**src/rtl/dm_ctrl_pkg.sv**
```systemverilog
// dm_ctrl_pkg: access-size encoding, controller states and alignment check shared by dm_ctrl.
package dm_ctrl_pkg;
  localparam logic [1:0] SZ_BYTE = 2'b00;
  localparam logic [1:0] SZ_HALF = 2'b01;
  localparam logic [1:0] SZ_WORD = 2'b10;

  typedef enum logic [2:0] {S_IDLE, S_RD, S_WR, S_DONE, S_ERR} state_e;

  // The reserved size code 2'b11 is reported as misaligned.
  function automatic logic misaligned(input logic [1:0] size, input logic [1:0] off);
    return size == 2'b11 || (size == SZ_HALF && off[0]) || (size == SZ_WORD && off != 2'b00);
  endfunction
endpackage

```
**src/rtl/dm_lane_merge.sv**
```systemverilog
// dm_lane_merge: little-endian store lane merge and load extract/extend for one 32-bit memory word.
module dm_lane_merge
  import dm_ctrl_pkg::*;
(
  input  logic [31:0] old_i,
  input  logic [31:0] wdata_i,
  input  logic [1:0]  size_i,
  input  logic [1:0]  off_i,
  input  logic        uns_i,
  output logic [31:0] merged_o,
  output logic [31:0] ext_o
);
  logic [4:0]  sh;
  logic [31:0] mask;
  logic [31:0] lane;
  always_comb begin
    sh       = {off_i, 3'b000};
    mask     = size_i == SZ_BYTE ? 32'h0000_00FF << sh : size_i == SZ_HALF ? 32'h0000_FFFF << sh : '1;
    merged_o = (old_i & ~mask) | ((wdata_i << sh) & mask);
    lane     = old_i >> sh;
    ext_o    = size_i == SZ_BYTE ? {{24{~uns_i & lane[7]}}, lane[7:0]} :
               size_i == SZ_HALF ? {{16{~uns_i & lane[15]}}, lane[15:0]} : old_i;
  end
endmodule

```
**src/rtl/dm_ctrl.sv**
```systemverilog
// dm_ctrl: load/store sequencer for the word-addressed data memory; sub-word stores use read-modify-write.
// Define DM_CTRL_RANGE_CHECK_EN to reject addresses beyond the memory instead of wrapping them.
module dm_ctrl
  import dm_ctrl_pkg::*;
#(
  parameter int ADDR_W = 10
) (
  input  logic              clk,
  input  logic              rst_n,
  input  logic              req,
  input  logic              we,
  input  logic [1:0]        size,
  input  logic              uns,
  input  logic [31:0]       addr,
  input  logic [31:0]       wdata,
  output logic              busy,
  output logic              done,
  output logic              err,
  output logic [31:0]       rdata,
  output logic [ADDR_W-1:0] dm_addr,
  output logic [31:0]       dm_din,
  output logic              dm_wr,
  input  logic [31:0]       dm_dout
);
  state_e            state_q, state_d;
  logic              we_q, uns_q, busy_q, done_q, err_q, dm_wr_q;
  logic [1:0]        size_q;
  logic [ADDR_W+1:0] addr_q;
  logic [31:0]       wdata_q, rdata_q, dm_din_q, merged, ext;
  logic              range_bad, bad;
`ifdef DM_CTRL_RANGE_CHECK_EN
  assign range_bad = |addr[31:ADDR_W+2];
`else
  logic unused_addr_hi;
  assign range_bad      = 1'b0;
  assign unused_addr_hi = ^addr[31:ADDR_W+2];
`endif
  assign bad = misaligned(size, addr[1:0]) || range_bad;

  dm_lane_merge u_merge (
    .old_i   (dm_dout),
    .wdata_i (wdata_q),
    .size_i  (size_q),
    .off_i   (addr_q[1:0]),
    .uns_i   (uns_q),
    .merged_o(merged),
    .ext_o   (ext)
  );

  always_comb begin
    state_d = state_q == S_IDLE ? (!req ? S_IDLE : bad ? S_ERR : (we && size == SZ_WORD) ? S_WR : S_RD) :
              state_q == S_RD   ? (we_q ? S_WR : S_DONE) :
              state_q == S_WR   ? S_DONE : S_IDLE;
  end

  // Handshake outputs trail the DONE/ERR state by one cycle, so done lands in the cycle after it.
  always_ff @(posedge clk or negedge rst_n) begin
    if (!rst_n) begin
      state_q  <= S_IDLE;
      we_q     <= 1'b0;
      size_q   <= 2'b00;
      uns_q    <= 1'b0;
      addr_q   <= '0;
      wdata_q  <= '0;
      rdata_q  <= '0;
      dm_din_q <= '0;
      dm_wr_q  <= 1'b0;
      busy_q   <= 1'b0;
      done_q   <= 1'b0;
      err_q    <= 1'b0;
    end else begin
      state_q <= state_d;
      if (state_q == S_IDLE && req) begin
        we_q    <= we;
        size_q  <= size;
        uns_q   <= uns;
        addr_q  <= addr[ADDR_W+1:0];
        wdata_q <= wdata;
      end
      if (state_q == S_RD && !we_q) rdata_q <= ext;
      dm_wr_q  <= state_d == S_WR;
      dm_din_q <= state_d != S_WR ? '0 : state_q == S_IDLE ? wdata : merged;
      busy_q   <= state_d != S_IDLE || state_q == S_DONE || state_q == S_ERR;
      done_q   <= state_q == S_DONE || state_q == S_ERR;
      err_q    <= state_q == S_ERR;
    end
  end

  assign busy    = busy_q;
  assign done    = done_q;
  assign err     = err_q;
  assign rdata   = rdata_q;
  assign dm_addr = addr_q[ADDR_W+1:2];
  assign dm_din  = dm_din_q;
  assign dm_wr   = dm_wr_q;
endmodule

```
**config.mk**
```make
export PLATFORM = sky130hd
export DESIGN_NAME = dm_ctrl
export DESIGN_NICKNAME = d
export VERILOG_FILES = /design/src/rtl/dm_ctrl_pkg.sv /design/src/rtl/dm_lane_merge.sv /design/src/rtl/dm_ctrl.sv
export SDC_FILE = /design/constraint.sdc
export NUM_CORES = 1
export LEC_CHECK = 0
export ABC_CLOCK_PERIOD_IN_PS = 2620
export BUFFER_PORTS_ARGS = -buffer_cell sky130_fd_sc_hd__buf_4
export CORE_MARGIN = 1.5
export CORE_UTILIZATION = 52
export DETAILED_ROUTE_END_ITERATION = 6
export HOLD_SLACK_MARGIN = 0.15
export MAX_ROUTING_LAYER = met4
export PLACE_DENSITY = 0.8
export SYNTH_ARGS = -nofsm -noshare
export SYNTH_HDL_FRONTEND = slang
export SYNTH_SLANG_ARGS = --single-unit
```
**constraint.sdc**
```tcl
create_clock -name clk -period 2.62 [get_ports clk]
set_input_delay 0.786 -clock clk [delete_from_list [all_inputs] [get_ports clk]]
set_output_delay 0.786 -clock clk [all_outputs]
set_load 0.02 [all_outputs]
```
==> metrics.cfg, run 1 <==
[global_route]
grt_pass1_vias=5508
grt_busiest_layer=met2
grt_util_met3_pct=6.31
met2_usage_pct=47.6
antenna_found_initial=0
grt_max_degree=41
grt_overflow=0
grt_pass1_wl_mm=29.6
use_met1_pct=42.6
grt_util_all_layers_pct=31.6

[sta]
post-route-period-util_pct=89.7
tightest_slew_ns=0.799
tns_ns=0
setup_viol=0
skew_ns=0.00747
finalHoldViolCount=0
relSlewSlack_pct=46.6
max_freq_ghz=0.426
grt_setup_unrepaired=false
min_period_ns=2.35
drv_slew=0

[route]
drt-total-wl_mm=18.7
antenna_left=0
dr_total_vias=5712
drc=0
vias_per_cell=6.02
dr.first_iter.drc_count=813
routedWlPerCell_um=19.7
firstDrtPassIters=5

[setup_path]
worstReg2RegStart=addr_q[0]$_DFFE_PN0P_
r2r.worst_path.cells=6
crit_slowest_cell=a211oi_2
cp.required_ns=2.94
slowest_delay_ns=0.63
cp-startpoint=addr_q[0]$_DFFE_PN0P_
cp_cell_sequence=buf_4 > ha_1 > nor2b_1 > a211oi_2 > a221oi_1 > nor3_1
crit_fanout=38
critPathArrivalTime_ns=2.67
worst_setup_path_start_kind=register
crit_type=register to register
critPathCaptureType=register

[place]
gp_congestion=0.927
io_buffers=160
placed_cell_area_um2=7330
dp_hpwl_mm=13.2
numPlacedInstances=917

[clocking]
clock-sinks=119
worstSkewPairLatency_ns=0.42
cts_resized=0
cts.clk_slew.worst_paths_ns=0.05
htree_num_levels=4
cts_buffer_depth=2
cts_made_buffers=17
cts_tree=yes
cts_setup_buffers=0
hold_buffers=0
root_buffer=clkbuf_16

[synthesis]
synth_cell_type_count=53
yosysTopAreaCellShare_pct=48.6
ys_ff_latch=119
synth_nets=761
syn_area_um2=6120
synth_edf_count=0
yosys_warnings=0
synth_area_leaders=dfrtp_1 49%, nand2_1 11%, a221oi_1 3.4%
yosysTopAreaCell=dfrtp_1
syn_inst=654
synth_ff_type=dfrtp_1
ys_seq_area_share_pct=48.6
synth.avg_cell_area_um2=9.36
async_flop_share_pct=100

[finish]
antenna_cells=0
nets=900
syn2layout_area_growth_pct=30.6
fillers=864
final_cells=949
drive_gt1_share_pct=31.1
final_cell_mix=176 x nand2_1, 176 x buf_4, 119 x dfrtp_1, 44 x nor2_1, 36 x nand3_1
final_cell_area_um2=8000

[run_status]
status=finished, final reports clean

[min_path]
hp-class=input port to async pin

[floorplanning]
coreArea_um2=11500
die-area_um2=12400
ios=181
start_util_pct=53.4
floorplan.rows=39
die_w_um=112
die_h_um=112

[pwr]
max-vdd-ir-drop_v=0.000718
p_leak_uw=0.00394
power.density_nw_per_um2=1420

[run]
drv_cap=0

==> per-stage QoR <==
stage                     power (uW)  util, %  worst slack (ns)  hold slack, ns
after floorplan                 6910        -             0.393           0.438
after global placement          8400     63.9             0.379           0.459
after detailed placement        8580     63.9             0.277           0.461
after CTS                      11300     69.7             0.306           0.352
after global routing           11900     69.7             0.199           0.371
final                          11300     69.7             0.270           0.334
==> cell usage after synthesis, types with 2 or more instances <==
cell type,instances
nand2_1,176
dfrtp_1,119
nor2_1,44
nand3_1,36
o21ai_0,30
nor3_1,28
buf_2,26
a221oi_1,24
mux2_2,16
buf_4,15
mux2i_1,12
clkbuf_1,11
nand2b_1,10
a211oi_1,9
inv_1,9
nor4_1,8
o22ai_1,8
a222oi_1,7
o2111ai_1,6
a21oi_1,4
buf_6,4
ha_1,4
mux4_2,4
nor3_2,4
and2_1,3
mux4_1,3
nand3_2,3
nor2b_1,3
buf_1,2
nor3b_1,2
or3_1,2
==> path summary, 6_finish.rpt <==
check                                          endpoint  slack, ns
worst max-delay path               dm_din[11]$_DFF_PN0_       0.27
worst min-delay path                dm_din[0]$_DFF_PN0_       0.33
worst max register to register     dm_din[11]$_DFF_PN0_       0.27
worst min register to register  wdata_q[29]$_DFFE_PN0P_       0.47
max in group asynchronous          dm_din[16]$_DFF_PN0_       1.61
min in group clk                wdata_q[29]$_DFFE_PN0P_       0.47
==> cell families after synthesis <==
family	count (synthesis)	synth area share, %
fa+ha+maj	4	0.817
simple gates	325	23.5
flops	119	48.6
mux	36	7.89
buf+inv	68	6.11
compound gates	102	13.0
==> state kept, by name, indices dropped and copies added, names as in the netlist <==
signal and count:
err 1, dm_wr 1, done 1, dm_din 32, rdata 32, state_q 3, busy 1, size_q 2
we_q 1, addr_q 12, uns_q 1, wdata_q 32
==> layer usage <==
metal	wire, um	part of all wire [%]
met1	7980	43
met2	8540	46
met3	1710	9.1
met4	468	2.5
met5	0	0
==> cell type report <==
cell class                      instances  area (um^2)  share of cell area [%]
Sequential cell                       119         2980                    37.2
Clock inverter                         14          229                    2.86
Timing Repair Buffer                  178         1360                    17.0
Multi-Input combinational cell        467         2770                    34.7
Inverter                               10         37.5                   0.469
Tap cell                              143          179                    2.24
Clock buffer                           18          439                    5.49
==> report_power, final <==
group	switching [uW]	internal [uW]	leakage [uW]	total, uW
Sequential	575	2610	0.00149	3190
Combinational	3290	2200	0.00213	5490
Clock	851	1800	0.000325	2650
==> worst max-delay path, delay by kind of cell, from the launching register on <==
| kind | cells | cell delay [ns] |
|---|---|---|
| compound gates | 2 | 0.90 |
| simple gates | 2 | 0.41 |
| flops | 1 | 0.38 |
| buf+inv | 1 | 0.28 |
| fa+ha+maj | 1 | 0.27 |
Power figures use the tool's default switching activity.
==> run 2: changes to the inputs <==
--- a/config.mk
+++ b/config.mk
@@ -7,12 +7,14 @@
 export LEC_CHECK = 0
 export ABC_CLOCK_PERIOD_IN_PS = 2620
 export BUFFER_PORTS_ARGS = -buffer_cell sky130_fd_sc_hd__buf_4
+export CELL_PAD_IN_SITES_DETAIL_PLACEMENT = 0
+export CELL_PAD_IN_SITES_GLOBAL_PLACEMENT = 2
 export CORE_MARGIN = 1.5
-export CORE_UTILIZATION = 52
+export CORE_UTILIZATION = 31
 export DETAILED_ROUTE_END_ITERATION = 6
 export HOLD_SLACK_MARGIN = 0.15
 export MAX_ROUTING_LAYER = met4
-export PLACE_DENSITY = 0.8
+export PLACE_DENSITY_LB_ADDON = 0.1
 export SYNTH_ARGS = -nofsm -noshare
 export SYNTH_HDL_FRONTEND = slang
 export SYNTH_SLANG_ARGS = --single-unit
==> run 2 against run 1 <==
Compared with the run above:
- die area is 66% higher
- core utilization is 28 points lower
- clock-buffer cell count stayed put
- flip-flop and latch count stayed put
- hold slack better by 0.055 ns
- global-route usage is 9.7 points lower
- non-clock buffer count is 1 higher
- critical endpoint is now dm_din[24]$_DFF_PN0_
- clock power hardly changed
- via count is 5.0% lower
- sequential share of layout area is 0.70 points lower
==> metrics.cfg, run 2 (synthesis gave the netlist of run 1 again) <==
[setup_path]
crit_slowest_cell=a211oi_4  ; was a211oi_2
crit_fanout=20  ; was 38
r2r.worst_path.cells=6  ; unchanged
endpoint=dm_din[24]$_DFF_PN0_  ; was dm_din[11]$_DFF_PN0_
worst_setup_path_start_kind=register  ; unchanged
slowest_delay_ns=0.56  ; was 0.63 ns
cp.depth=6  ; unchanged
critPathArrivalTime_ns=2.50  ; was 2.67 ns
timing.rr.end=dm_din[24]$_DFF_PN0_  ; was dm_din[11]$_DFF_PN0_
critical_path.top_delay_family=compound AO/OA/AOI/OAI gates  ; unchanged
cp.required_ns=2.89  ; was 2.94 ns
path_buf_inv=1  ; unchanged
critPathCaptureType=register  ; unchanged
cp-startpoint=addr_q[0]$_DFFE_PN0P_  ; unchanged
crit_type=register to register  ; unchanged
worstReg2RegStart=addr_q[0]$_DFFE_PN0P_  ; unchanged
cp_cell_sequence=buf_4 > ha_1 > nor2b_1 > a211oi_4 > mux2i_1 > a211oi_1  ; was buf_4 > ha_1 > nor2b_1 > a211oi_2 > a221oi_1 > nor3_1
rrSetupSlack_ns=0.40  ; was 0.27 ns

[sta]
worst_hold_slack_ns=0.390  ; was 0.334 ns
post-route-period-util_pct=84.9  ; was 89.7%
grt_setup_unrepaired=false  ; unchanged
setup_viol=0  ; unchanged
finalHoldViolCount=0  ; unchanged
relSlewSlack_pct=26.7  ; was 46.6%
drv_slew=0  ; unchanged
tightest_slew_ns=1.10  ; was 0.799 ns
skew_ns=0.00767  ; was 0.00747 ns
tns_ns=0  ; unchanged
min_period_ns=2.22  ; was 2.35 ns
max_freq_ghz=0.450  ; was 0.426 GHz

[floorplanning]
floorplan.rows=51  ; was 39
die_h_um=144  ; was 112 um
start_util_pct=31.6  ; was 53.4%
die-area_um2=20600  ; was 12400 um^2
coreArea_um2=19400  ; was 11500 um^2
ios=181  ; unchanged
die_w_um=144  ; was 112 um

[clocking]
cts_resized=0  ; unchanged
root_buffer=clkbuf_16  ; unchanged
cts_made_buffers=17  ; unchanged
cts_setup_buffers=0  ; unchanged
cts.clk_slew.worst_paths_ns=0.06  ; was 0.05 ns
clock-sinks=119  ; unchanged
cts_buffer_depth=2  ; unchanged
cts_tree=yes  ; unchanged
worstSkewPairLatency_ns=0.42  ; about the same
htree_num_levels=4  ; unchanged
hold_buffers=0  ; unchanged

[finish]
fillers=1994  ; was 864
syn2layout_area_growth_pct=33.1  ; was 30.6%
nets=901  ; was 900
layout_commonest_cell=buf_4
final_cell_mix=177 x buf_4, 176 x nand2_1, 119 x dfrtp_1, 44 x nor2_1, 36 x nand3_1  ; was 176 x nand2_1, 176 x buf_4, 119 x dfrtp_1, 44 x nor2_1, 36 x nand3_1
multiInputGateArea_um2=2770  ; unchanged
antenna_cells=0  ; unchanged
drive_gt1_share_pct=31.2  ; was 31.1%
seq_area_um2=2980  ; unchanged
final_cells=1072  ; was 949

[pwr]
max-vdd-ir-drop_v=0.000559  ; was 0.000718 V
p_sw_uw=4730  ; was 4720 uW
sw_frac_of_total_pct=42.0  ; was 41.6%
power.density_nw_per_um2=1380  ; was 1420 nW/um^2
power_frac_clock_pct=23.3  ; was 23.4%
p_int_uw=6530  ; was 6610 uW
p_leak_uw=0.00394  ; about the same
power_frac_comb_pct=48.3  ; was 48.5%
power_frac_seq_pct=28.4  ; was 28.1%

[run_status]
status=finished, final reports clean  ; unchanged

[route]
routedWlPerCell_um=19.7  ; about the same
drt-total-wl_mm=21.1  ; was 18.7 mm
vias_per_cell=5.06  ; was 6.02
drc=0  ; unchanged
dr.first_iter.drc_count=410  ; was 813
antenna_left=0  ; unchanged
dr_total_vias=5426  ; was 5712
firstDrtPassIters=5  ; unchanged

[min_path]
hp-class=input port to async pin  ; unchanged

[global_route]
antenna_found_initial=0  ; unchanged
grt_pass1_wl_mm=31.9  ; was 29.6 mm
grt_max_degree=52  ; was 41
grt_overflow=0  ; unchanged
grt_util_all_layers_pct=21.9  ; was 31.6%
grt_pass1_vias=5297  ; was 5508

[place]
io_buffers=160  ; unchanged
gp_congestion=0.837  ; was 0.927
numPlacedInstances=1040  ; was 917
dp_hpwl_mm=15.1  ; was 13.2 mm

[run]
drv_cap=0  ; unchanged

-- run 2: cell types whose count changed in the layout (fill, tap and decap cells not counted) --
cell / previous run / this run
clkinv_2: 5 / 1
clkinv_4: 1 / 5
inv_6: 0 / 1
bufinv_16: 6 / 5
buf_4: 176 / 177
-- run 2: metrics by stage --
stage	setup WS, ns	instance area [um^2]	utilization (%)	total power (uW)
final	0.396	8150	42.0	11300
after global routing	0.248	8150	42.0	12100
after CTS	0.414	8150	42.0	11400
after detailed placement	0.349	7490	38.6	8720
after global placement	0.329	7490	38.6	8660
after floorplan	0.393	6120	-	6910
-- run 2: final cells by class --
type	count	area share, %
Multi-Input combinational cell	467	34.0
Sequential cell	119	36.5
Inverter	10	0.461
Tap cell	265	4.07
Clock buffer	18	5.39
Timing Repair Buffer	179	16.8
Clock inverter	14	2.73
-- run 2: power groups by stage --
| stage | sequential [uW] | combinational, uW | clock (uW) |
|---|---|---|---|
| 3_5_place_dp | 3250 | 5470 | 0 |
| 2_1_floorplan | 3450 | 3460 | 0 |
| 4_1_cts | 3220 | 5490 | 2680 |
| 5_1_grt | 3310 | 5980 | 2770 |
| 6_report | 3200 | 5440 | 2620 |
| 3_3_place_gp | 3230 | 5430 | 0 |
-- run 2: worst min-delay path by stage --
stage                     slack (ns)                 endpoint  cells after the start
after detailed placement        0.46    addr_q[5]$_DFFE_PN0P_                      2
after global placement          0.46         we_q$_DFFE_PN0P_                      2
after global routing            0.44    rdata[18]$_DFFE_PN0P_                      1
final                           0.39    rdata[18]$_DFFE_PN0P_                      1
after CTS                       0.41    rdata[18]$_DFFE_PN0P_                      1
after floorplan                 0.44  wdata_q[24]$_DFFE_PN0P_                      2
-- run 2: per-layer routing --
layer	global-route usage [%]	vias up	wire length, um
li1	-	2570	-
met4	6.98	0	344
met1	28.4	2683	9570
met3	3.50	22	880
met2	35.1	151	10300
met5	-	-	0
